$ cat config.mk
export PLATFORM = sky130hd
export DESIGN_NAME = ibex_avalon_bus_arbiter
export DESIGN_NICKNAME = d
export VERILOG_FILES = /design/src/rtl/ibex_avalon_bus_arbiter.sv
export SDC_FILE = /design/constraint.sdc
export NUM_CORES = 1
export LEC_CHECK = 0
export ABC_CLOCK_PERIOD_IN_PS = 2200
export CAP_MARGIN = 20
export CORE_AREA = 2 2 109 111
export CTS_BUF_LIST = sky130_fd_sc_hd__clkbuf_16
export CTS_CLUSTER_SIZE = 25
export DETAILED_ROUTE_END_ITERATION = 8
export DIE_AREA = 0 0 111 113
export HOLD_SLACK_MARGIN = 0.12
export PLACE_DENSITY = 0.66
export SYNTH_ARGS = -nofsm -noshare
export SYNTH_HDL_FRONTEND = slang
export SYNTH_SLANG_ARGS = --single-unit
$ cat constraint.sdc
create_clock -name clk_i -period 2.2 [get_ports clk_i]
set_input_delay 0.44 -clock clk_i [delete_from_list [all_inputs] [get_ports clk_i]]
set_output_delay 0.44 -clock clk_i [all_outputs]
set_load 0.005 [all_outputs]
$ cat src/rtl/ibex_avalon_bus_arbiter.sv
// Round-robin arbiter sharing one pipelined Avalon-MM master between Ibex fetch and data ports.
// In-order tag FIFO steers each read/write response back to the requester that issued it.
module ibex_avalon_bus_arbiter #(
  parameter int unsigned MAX_OUTSTANDING = 4,
  parameter int unsigned ADDR_W          = 32
) (
  input  logic              clk_i,
  input  logic              rst_i,
  input  logic              instr_read_i,
  input  logic [ADDR_W-1:0] instr_addr_i,
  output logic              instr_busy_o,
  output logic              instr_rvalid_o,
  output logic [31:0]       instr_rdata_o,
  input  logic              data_read_i,
  input  logic              data_write_i,
  input  logic [ADDR_W-1:0] data_addr_i,
  input  logic [3:0]        data_be_i,
  input  logic [31:0]       data_wdata_i,
  output logic              data_busy_o,
  output logic              data_rvalid_o,
  output logic [31:0]       data_rdata_o,
  output logic [1:0]        data_resp_o,
  output logic              data_wrespvalid_o,
  output logic [ADDR_W-1:0] avm_address_o,
  output logic              avm_read_o,
  output logic              avm_write_o,
  output logic [3:0]        avm_byteenable_o,
  output logic [31:0]       avm_writedata_o,
  input  logic              avm_waitrequest_i,
  input  logic [31:0]       avm_readdata_i,
  input  logic              avm_readdatavalid_i,
  input  logic              avm_writeresponsevalid_i,
  input  logic [1:0]        avm_response_i,
  output logic              err_unexpected_o
);

  localparam int unsigned PTR_W = (MAX_OUTSTANDING > 1) ? $clog2(MAX_OUTSTANDING) : 1;
  localparam int unsigned CNT_W = PTR_W + 1;

  typedef struct packed {
    logic src_data;
    logic is_write;
  } tag_t;

  typedef enum logic [1:0] {LK_NONE, LK_INSTR, LK_DATA} lock_e;

  lock_e            lock_q, lock_d;
  logic             rr_data_q, rr_data_d;
  tag_t             fifo_q [MAX_OUTSTANDING];
  logic [PTR_W-1:0] wptr_q, rptr_q;
  logic [CNT_W-1:0] cnt_q;
  logic             err_q;

  logic instr_req, data_req, owner_valid, owner_data;
  logic slot_free, issue, accept;
  logic rsp_any, rsp_both, fifo_empty, pop;
  tag_t head;

  assign instr_req = instr_read_i;
  assign data_req  = data_read_i | data_write_i;

  // Owner selection: a stalled command keeps its owner until accepted.
  always_comb begin
    owner_valid = 1'b0;
    owner_data  = 1'b0;
    unique case (lock_q)
      LK_INSTR: owner_valid = instr_req;
      LK_DATA: begin
        owner_valid = data_req;
        owner_data  = 1'b1;
      end
      default: begin
        if (instr_req && data_req) begin
          owner_valid = 1'b1;
          owner_data  = rr_data_q;
        end else if (data_req) begin
          owner_valid = 1'b1;
          owner_data  = 1'b1;
        end else begin
          owner_valid = instr_req;
        end
      end
    endcase
  end

  assign slot_free = cnt_q < CNT_W'(MAX_OUTSTANDING);
  assign issue     = owner_valid & slot_free & ~rst_i;
  assign accept    = issue & ~avm_waitrequest_i;

  assign avm_write_o      = issue & owner_data & data_write_i;
  assign avm_read_o       = issue & ~(owner_data & data_write_i);
  assign avm_address_o    = owner_data ? data_addr_i : instr_addr_i;
  assign avm_byteenable_o = owner_data ? data_be_i : 4'hF;
  assign avm_writedata_o  = owner_data ? data_wdata_i : 32'h0;

  assign instr_busy_o = instr_req & ~(accept & ~owner_data);
  assign data_busy_o  = data_req & ~(accept & owner_data);

  // Lock / round-robin next state.
  always_comb begin
    lock_d    = LK_NONE;
    rr_data_d = rr_data_q;
    if (issue) begin
      if (avm_waitrequest_i) begin
        lock_d = owner_data ? LK_DATA : LK_INSTR;
      end else begin
        rr_data_d = ~owner_data;
      end
    end
  end

  always_ff @(posedge clk_i or posedge rst_i) begin
    if (rst_i) begin
      lock_q    <= LK_NONE;
      rr_data_q <= 1'b0;
    end else begin
      lock_q    <= lock_d;
      rr_data_q <= rr_data_d;
    end
  end

  // Response steering follows the head tag; both valids together count as a read.
  assign rsp_any    = avm_readdatavalid_i | avm_writeresponsevalid_i;
  assign rsp_both   = avm_readdatavalid_i & avm_writeresponsevalid_i;
  assign fifo_empty = (cnt_q == '0);
  assign pop        = rsp_any & ~fifo_empty;
  assign head       = fifo_q[rptr_q];

  assign instr_rvalid_o    = pop & ~head.src_data;
  assign data_rvalid_o     = pop & head.src_data & (rsp_both | ~head.is_write);
  assign data_wrespvalid_o = pop & head.src_data & ~rsp_both & head.is_write;
  assign instr_rdata_o     = avm_readdata_i;
  assign data_rdata_o      = avm_readdata_i;
  assign data_resp_o       = avm_response_i;
  assign err_unexpected_o  = err_q;

  always_ff @(posedge clk_i) begin
    if (accept) begin
      fifo_q[wptr_q] <= '{src_data: owner_data, is_write: avm_write_o};
    end
  end

  always_ff @(posedge clk_i or posedge rst_i) begin
    if (rst_i) begin
      wptr_q <= '0;
      rptr_q <= '0;
      cnt_q  <= '0;
      err_q  <= 1'b0;
    end else begin
      if (accept) wptr_q <= wptr_q + PTR_W'(1);
      if (pop)    rptr_q <= rptr_q + PTR_W'(1);
      unique case ({accept, pop})
        2'b10:   cnt_q <= cnt_q + CNT_W'(1);
        2'b01:   cnt_q <= cnt_q - CNT_W'(1);
        default: cnt_q <= cnt_q;
      endcase
      err_q <= err_q | (rsp_any & fifo_empty) | rsp_both;
    end
  end

endmodule
# After elaboration in Yosys (flattened, before gate mapping)
# Memory sizes are Yosys's and may differ from the RTL's.
# Index checks and enable logic that the tools add are counted.
dict set report totals {
  ff_bits 11
  mem_bits_rw 8
  input_bits 142
  out_inout_bits 142
  wordCells 69
  mem_count 1
}
# memory depth width read_ports rd_clocked_by_memory_dff write_ports line_no
set mem_list {}
lappend mem_list {fifo_q 4 2 1 0 1 49} ;# tag_t fifo_q [MAX_OUTSTANDING];
dict set report op_classes {
  add_sub_neg 4
  order_cmp 1
  n_eq_ne 4
  muxes 15
  bitwise 34
  n_reduce_logical 4
}
# cell count
set op_table {}
lappend op_table {{32-bit 2-to-1 mux} 2}
lappend op_table {{1-bit AND} 19}
lappend op_table {{1-bit NOT} 10}
lappend op_table {{1-bit 2-to-1 mux} 6}
lappend op_table {{2-bit 2-to-1 mux} 3}
lappend op_table {{3-bit case mux with 2 select lines} 1}
lappend op_table {{1-bit bitwise OR} 5}
lappend op_table {{2-bit by 1-bit adder with 2-bit output, second input constant} 2}
lappend op_table {{2-bit by 1-bit equality test with 1-bit output, second input constant} 2}
lappend op_table {{2-bit equality test, second input constant} 2}
lappend op_table {{4-bit 2-to-1 mux} 1}
lappend op_table {{1-bit case mux with 2 select lines} 2}
lappend op_table {{3-bit by 1-bit adder with 3-bit output, second input constant} 1}
lappend op_table {{3-bit zero test} 1}
lappend op_table {{3-bit < comparator, second input constant} 1}
lappend op_table {{3-bit by 1-bit subtractor with 3-bit output, second input constant} 1}
lappend op_table {{2-bit AND reduction} 1}
lappend op_table {{2-bit nonzero test} 1}
lappend op_table {{1-bit logical AND} 1}

# Depth between registers and ports, before layout
# Gate-level depths: netlist (run 1).
dict set report depth {
  depth_word 10
  mapped_depth 11
  ltp_nobuf 11
}

# Worst setup path after synthesis (run 1)
# OpenSTA, ideal clock, no wires.
dict set report synth_path {
  path_kind {input -> register}
  startpoint {input port instr_read_i}
  endpoint {register cnt_q[2]}
  setup_time_ps 79
  t_arrival_ps 2077
  path_slack_ps 44
  stages 9
  cell_sequence {o31ai_1 > a31oi_4 > inv_1 > ha_1 > inv_1 > fa_1 > xor2_1 > nor2_1 > xor2_1}
}
dict set report synth_between {
  elab_chain_len 8
  word_cells_on_any_way 11
}
# item line_no
set synth_rtl {}
lappend synth_rtl {{from (decl)} 9} ;# input logic instr_read_i,
lappend synth_rtl {{1-bit 2-to-1 mux or 1-bit logical AND (tied branches)} {76, 73}}
lappend synth_rtl {{1-bit 2-to-1 mux} 73} ;# if (instr_req && data_req) begin
lappend synth_rtl {{1-bit case mux with 2 select lines (*)} 66} ;# unique case (lock_q)
lappend synth_rtl {{1-bit AND (*) (2 in a row)} 87} ;# assign issue = owner_valid & slot_free & ~rst_i;
lappend synth_rtl {{1-bit AND (*)} 88} ;# assign accept = issue & ~avm_waitrequest_i;
lappend synth_rtl {{2-bit by 1-bit equality test with 1-bit output or 2-bit equality test (tied branches)} 152} ;# unique case ({accept, pop})
lappend synth_rtl {{3-bit case mux with 2 select lines or 2-bit nonzero test (tied branches)} n/a}
lappend synth_rtl {{to (signal assigned)} 153} ;# 2'b10: cnt_q <= cnt_q + CNT_W'(1);
lappend synth_rtl {{to (signal assigned)} 154} ;# 2'b01: cnt_q <= cnt_q - CNT_W'(1);
lappend synth_rtl {{to (signal assigned)} 155} ;# default: cnt_q <= cnt_q;
lappend synth_rtl {{to (decl)} 51} ;# logic [CNT_W-1:0] cnt_q;
# Every way passes the cells marked *; elsewhere a longest branch is shown, timed or not.
# A chain may end at the register's enable or synchronous reset.

# Final worst setup path (run 1)
dict set report layout_path {
  startpoint {register lock_q[0]}
  endpoint {output port avm_address_o[28]}
}
dict set report layout_between {
  elab_chain_len 3
  word_cells_on_any_way 4
}
# item line_no
set layout_rtl {}
lappend layout_rtl {{from (decl)} 47} ;# lock_e lock_q, lock_d;
lappend layout_rtl {{from (signal assigned)} 117} ;# lock_q <= lock_d;
lappend layout_rtl {{2-bit equality test or 2-bit by 1-bit equality test with 1-bit output (tied branches)} 66}
lappend layout_rtl {{1-bit case mux with 2 select lines (*)} 66}
lappend layout_rtl {{32-bit 2-to-1 mux (*)} 92} ;# assign avm_address_o = owner_data ? data_addr_i : instr_addr_i;
lappend layout_rtl {{to (decl)} 24} ;# output logic [ADDR_W-1:0] avm_address_o,
# Marked as above.

==> flow_metrics.tcl, run 1 <==
set metrics [dict create \
    path_class "flop to primary output" \
    synth-seq-cells 19 \
    slew_headroom_pct 69.1 \
    drt_first_pass_iters 3 \
    routedWlPerCell_um 17.2 \
    busiest_layer "met2" \
    numCtsBuffers 3 \
    synthToLayoutAreaGrowth_pct 103 \
    required_ns 1.76 \
    irDropWorstVdd_mv 0.509 \
    fin_worst_skew_ns 0.00333 \
    avgViaCountPerCell 3.91 \
    final_cells 527 \
    reg2reg_to "cnt_q[2]" \
    finalCritPeriodShare_pct 114 \
    ant_nets 0 \
    fin_crit_ns 2.51 \
    synthArstFlopShare_pct 57.9 \
    rsz0062_at_grt "true" \
    grtUsageMet1_pct 14.2 \
    syn_inst 221 \
    critPathMaxFanout 5 \
    gr-total-overflow 0 \
    r2r-start "lock_q[0]" \
    use_met3_pct 9.96 \
    reg2reg_depth 12 \
    drt_iter0_drc 31 \
    critPathCaptureType "primary output" \
    cts_tree "built" \
    grt_max_degree 20 \
    status "complete, but fails checks" \
    grt_pass1_vias 2304 \
    num_vias 2062 \
    p_switching_mw 1.11 \
    antenna_found_initial 1 \
    placed_cells 492 \
    setup_viol 72 \
    syn_area_um2 2150 \
    drv_cap 0 \
    arrival_ns 2.07 \
    ff2ff_setup_slack_ns 0.08 \
    nNetsFinal 534 \
    hpwlAfterDp_mm 6.72 \
    syn-num-nets 371 \
    yosysSeqAreaShare_pct 24.0 \
    worst_pin_slew_ns 0.462 \
    internal-power_mw 2.40 \
    cts.clk_slew.worst_paths_ns 0.06 \
    globalplace.congestion 0.809 \
    switching_share_pct 31.7 \
    synth_edf_count 8 \
    root_buffer "clkbuf_16" \
    p_total_mw 3.52 \
    clockPowerShare_pct 10.7 \
    power_frac_comb_pct 73.5 \
    grt_pass1_wl_mm 13.3 \
    fp-row-count 39 \
    yosysUniqueCellTypes 34 \
    hold_path_class "input pin to asynchronous set/reset pin" \
    finalHoldViolCount 0 \
    ioPinCount 284 \
    fillers 1110 \
    fin_ws_ns -0.310 \
    io_buffer_count 183 \
    dieArea_um2 12500 \
    p_per_area_nw_per_um2 805 \
    drc 0 \
    hold_buffers 0 \
    drt-total-wl_mm 9.09 \
    fmax_mhz 398 \
    drv_slew 0 \
    coreArea_um2 11300 \
    die_h_um 113 \
    grt_util_all_layers_pct 13.8 \
    die_width_um 111 \
    synthFlopType "dfrtp_1" \
    ctsLongestPathBuffers 2 \
    yosys_warnings 0 \
    failed_checks "negative setup slack" \
    start_util_pct 19.1 \
    syn_avg_cell_area_um2 9.74 \
    use_met2_pct 23.5 \
    htreeDepth 1 \
    cts.sinks 19 \
    drive_gt1_share_pct 50.1 \
    leakage_nw 2.00 \
    crit_start "lock_q[0]" \
    start_kind "flop" \
    clk_latency_ns 0.25 \
    power_frac_seq_pct 15.8 \
]
==> final cells by class <==
| type | instances | area (um^2) | share of cell area (%) |
|---|---|---|---|
| well taps | 143 | 179 | 4.10 |
| repair buffers | 231 | 2270 | 51.9 |
| clock buffers | 3 | 75.1 | 1.72 |
| multi-input cells | 119 | 1270 | 29.1 |
| clock inverters | 1 | 5.00 | 0.115 |
| inverters | 10 | 50.0 | 1.15 |
| diodes | 1 | 2.50 | 0.0573 |
| flip-flops and latches | 19 | 517 | 11.8 |
==> cell families after synthesis <==
family	share of synthesized area, %
adder cells (fa/ha/maj)	5.00
buffers and inverters	27.4
AND/OR/NAND/NOR	15.3
XOR/XNOR	2.44
AO/OA/AOI/OAI	5.46
flip-flops	24.0
multiplexers	20.3
==> cells in the final DEF, fill, tap and decap left out, types with 8 or more instances in the layout <==
cell type | synthesis | layout
and2_1 | 36 | 22
and2_4 | 0 | 14
buf_4 | 66 | 28
buf_6 | 4 | 42
clkbuf_2 | 1 | 30
clkdlybuf4s50_1 | 0 | 101
dfrtp_1 | 11 | 10
dlygate4sd2_1 | 0 | 10
edfxtp_1 | 8 | 8
mux2_4 | 0 | 29
==> how the worst max path moves through the flow <==
stage | endpoint | slack, ns
6_report | avm_address_o[28] | -0.31
5_1_grt | avm_address_o[19] | -0.37
4_1_cts | avm_address_o[18] | -0.37
3_5_place_dp | cnt_q[2] | -0.76
3_3_place_gp | avm_address_o[7] | -0.77
2_1_floorplan | cnt_q[2] | 0.04
==> power by group through the flow <==
stage               sequential, mW  combinational, mW  clock [mW]
floorplan                    0.549              0.929           0
CTS                          0.557               2.37       0.386
finish                       0.557               2.58       0.376
global placement             0.558               1.83           0
detailed placement           0.563               1.85           0
global route                 0.573               2.80       0.402
==> worst max-delay path: stages (launching register included) <==
cell and delay (ns):
dfrtp_1 0.39, inv_2 0.08, ha_4 0.21, buf_6 0.12
a31oi_4 0.22, buf_12 0.15, buf_12 0.11, buf_16 0.11
mux2_4 0.30, buf_6 0.12
==> cell usage after synthesis, types with 4 or more instances <==
library cell	number	area [um^2]
ha_1	7	87.6
and2_1	36	225
buf_4	66	495
buf_6	4	45.0
mux2_2	14	158
inv_1	9	33.8
nand2_1	5	18.8
dfrtp_1	11	275
nand2b_1	5	31.3
mux2_1	20	225
edfxtp_1	8	240
==> per-layer routing <==
| metal | up-vias | routed length, um |
|---|---|---|
| li1 | 989 | - |
| met1 | 946 | 3150 |
| met4 | 0 | 45 |
| met3 | 10 | 1430 |
| met2 | 117 | 4460 |
| met5 | - | 0 |
==> what timing repair did <==
item                                    CTS  global route
endpoints found under the setup margin   77            73
buffers inserted                         19             7
pin swaps                                12            13
gates cloned                              4             4
resized for setup                       269           114
==> state kept, by name, indices dropped and copies added, names as in the netlist <==
name,cells
rr_data_q,1
lock_q,2
cnt_q,3
wptr_q,2
rptr_q,2
fifo_q,8
err_unexpected_o,1
==> metrics by stage <==
step           hold WS (ns)  TNS (ns)  util (%)  area, um^2  worst slack (ns)
6_report              0.391    -14.87      38.8        4370            -0.310
5_1_grt               0.443    -19.98      38.7        4370            -0.372
4_1_cts               0.412    -19.33      37.9        4270            -0.370
3_5_place_dp          0.465    -52.70      33.6        3780            -0.765
3_3_place_gp          0.463    -52.53      33.6        3780            -0.769
2_1_floorplan         0.292         0         -        2150            0.0436
(Power assumes the default switching activity.)
==> run 2: changes to the inputs <==
Settings changed: TNS_END_PERCENT set to 100.
==> results of run 2 <==
Same layout as run 1: the final DEF is identical, and so are final timing and power.
==> run 3: changes to the inputs <==
Settings changed: ABC_CLOCK_PERIOD_IN_PS 2200 to 2100, GPL_ROUTABILITY_DRIVEN set to 0, PLACE_DENSITY 0.66 to 0.76.
Clock period 2.2 ns to 2.1 ns, I/O delays scaled along.
==> run 3 against run 2 <==
The flow still finishes with violations (negative setup slack). Global-route usage shrank 0.34 points. Clock skew shrank 0.0027 ns. Sequential power grew 6.1%. Worst setup slack lost 0.25 ns.
==> flow_metrics.tcl, run 3 (synthesis gave the netlist of run 1 again) <==
set metrics [dict create \
    status "complete, but fails checks" \
    failed_checks "negative setup slack" \
    cts_tree "built" \
    placed_cells 490 \
    layout_commonest_cell "clkdlybuf4s50_1" \
    grt_pass1_wl_mm 13.2 \
    fin_worst_skew_ns 0.000664 \
    ctsLongestPathBuffers 2 \
    ioPinCount 284 \
    ant_nets 0 \
    leakage_nw 2.11 \
    die_width_um 111 \
    antenna_found_initial 0 \
    slew_headroom_pct 69.7 \
    grt_max_degree 19 \
    cts.sinks 19 \
    clk_latency_ns 0.25 \
    numCtsBuffers 3 \
    irDropWorstVdd_mv 0.563 \
    grt_util_all_layers_pct 13.4 \
    io_buffer_count 183 \
    setup_tns_ns -25.60 \
    routedWlPerCell_um 17.9 \
    grt_pass1_vias 2346 \
    critPathMaxFanout 4 \
    largest_register "fifo_q" \
    avgViaCountPerCell 4.08 \
    hold_buffers 0 \
    synthToLayoutAreaGrowth_pct 114 \
    critPathCaptureType "primary output" \
    start_kind "flop" \
    diodes 0 \
    dieArea_um2 12500 \
    drv_slew 0 \
    num_vias 2212 \
    fin_crit_ns 2.66 \
    coreArea_um2 11300 \
    drive_gt1_share_pct 54.9 \
    largest_reg_flops 8 \
    drc 0 \
    worst_pin_slew_ns 0.454 \
    fp-row-count 39 \
    ff2ff_setup_slack_ns -0.10 \
    cts.clk_slew.worst_paths_ns 0.05 \
    path_class "flop to primary output" \
    hpwlAfterDp_mm 6.55 \
    hold_path_class "input pin to asynchronous set/reset pin" \
    p_per_area_nw_per_um2 871 \
    drt_iter0_drc 61 \
    rsz0062_at_grt "true" \
    finalCritPeriodShare_pct 126 \
    fin_ws_ns -0.556 \
    pre_cts_slack_ns -0.733 \
    drv_cap 0 \
    arrival_ns 2.24 \
    htreeDepth 1 \
    fmax_mhz 376 \
    drt-total-wl_mm 9.72 \
    drt_first_pass_iters 4 \
    final_cell_mix "clkdlybuf4s50_1 (103), buf_6 (58), buf_4 (29), mux2_4 (27), and2_4 (25)" \
    final_cells 542 \
    nNetsFinal 550 \
    start_util_pct 19.1 \
    setup_viol 73 \
    top_regs "fifo_q: 8 flops, cnt_q: 3 flops" \
    die_h_um 113 \
    gr-total-overflow 0 \
    root_buffer "clkbuf_16" \
    required_ns 1.68 \
    finalHoldViolCount 0 \
]
[run 3: repair_timing]
item,CTS,global route
buffers inserted,28,16
cloned,4,6
pin swaps,7,30
gates resized for setup,301,113
setup endpoints to repair,77,75
[run 3: where the power goes]
part	switching, mW	leakage (nW)	internal (mW)
sequential	0.0892	0.203	0.502
combinational	1.07	1.87	1.96
clock	0.141	0.0371	0.257
[run 3: metrics by stage]
| step | cell area (um^2) | hold WS, ns | util, % | total power [mW] |
|---|---|---|---|---|
| after CTS | 4290 | 0.364 | 38.0 | 3.55 |
| after floorplan | 2170 | 0.272 | - | 1.56 |
| after detailed placement | 3770 | 0.498 | 33.5 | 2.53 |
| final | 4610 | 0.364 | 40.9 | 4.01 |
| after global placement | 3770 | 0.462 | 33.5 | 2.48 |
| after global routing | 4610 | 0.417 | 40.9 | 4.25 |
[run 3: final timing paths]
path	start	to	cells after the start
min in group clk_i	err_unexpected_o	err_unexpected_o	1
min	rst_i	cnt_q[0]	2
max	lock_q[1]	avm_address_o[27]	10
max in group asynchronous	rst_i	rptr_q[0]	2
min reg2reg	err_unexpected_o	err_unexpected_o	1
max reg2reg	lock_q[1]	cnt_q[2]	11
[run 3: per-layer routing]
layer	share of wire [%]	track usage, %	routed length (um)
met5	0	0	0
met4	0.71	2.17	69
met3	9.2	5.36	892
met2	52	23.8	5020
met1	38	15.6	3740
[run 3: worst max-delay path, cell delays in order (launching register included)]
cell	delay, ns
dfrtp_1	0.41
ha_4	0.27
buf_6	0.12
a31oi_4	0.24
buf_12	0.15
buf_8	0.10
buf_6	0.09
buf_6	0.10
buf_6	0.09
mux2_4	0.29
buf_6	0.12
[run 3: layout make-up]
class,count,area (um^2)
fillers,1087,6660
repair buffers,246,2450
multi-input cells,119,1310
flip-flops and latches,19,517
well taps,143,179
clock buffers,3,75.1
inverters,10,50.0
repair inverters,1,11.3
clock inverters,1,7.51
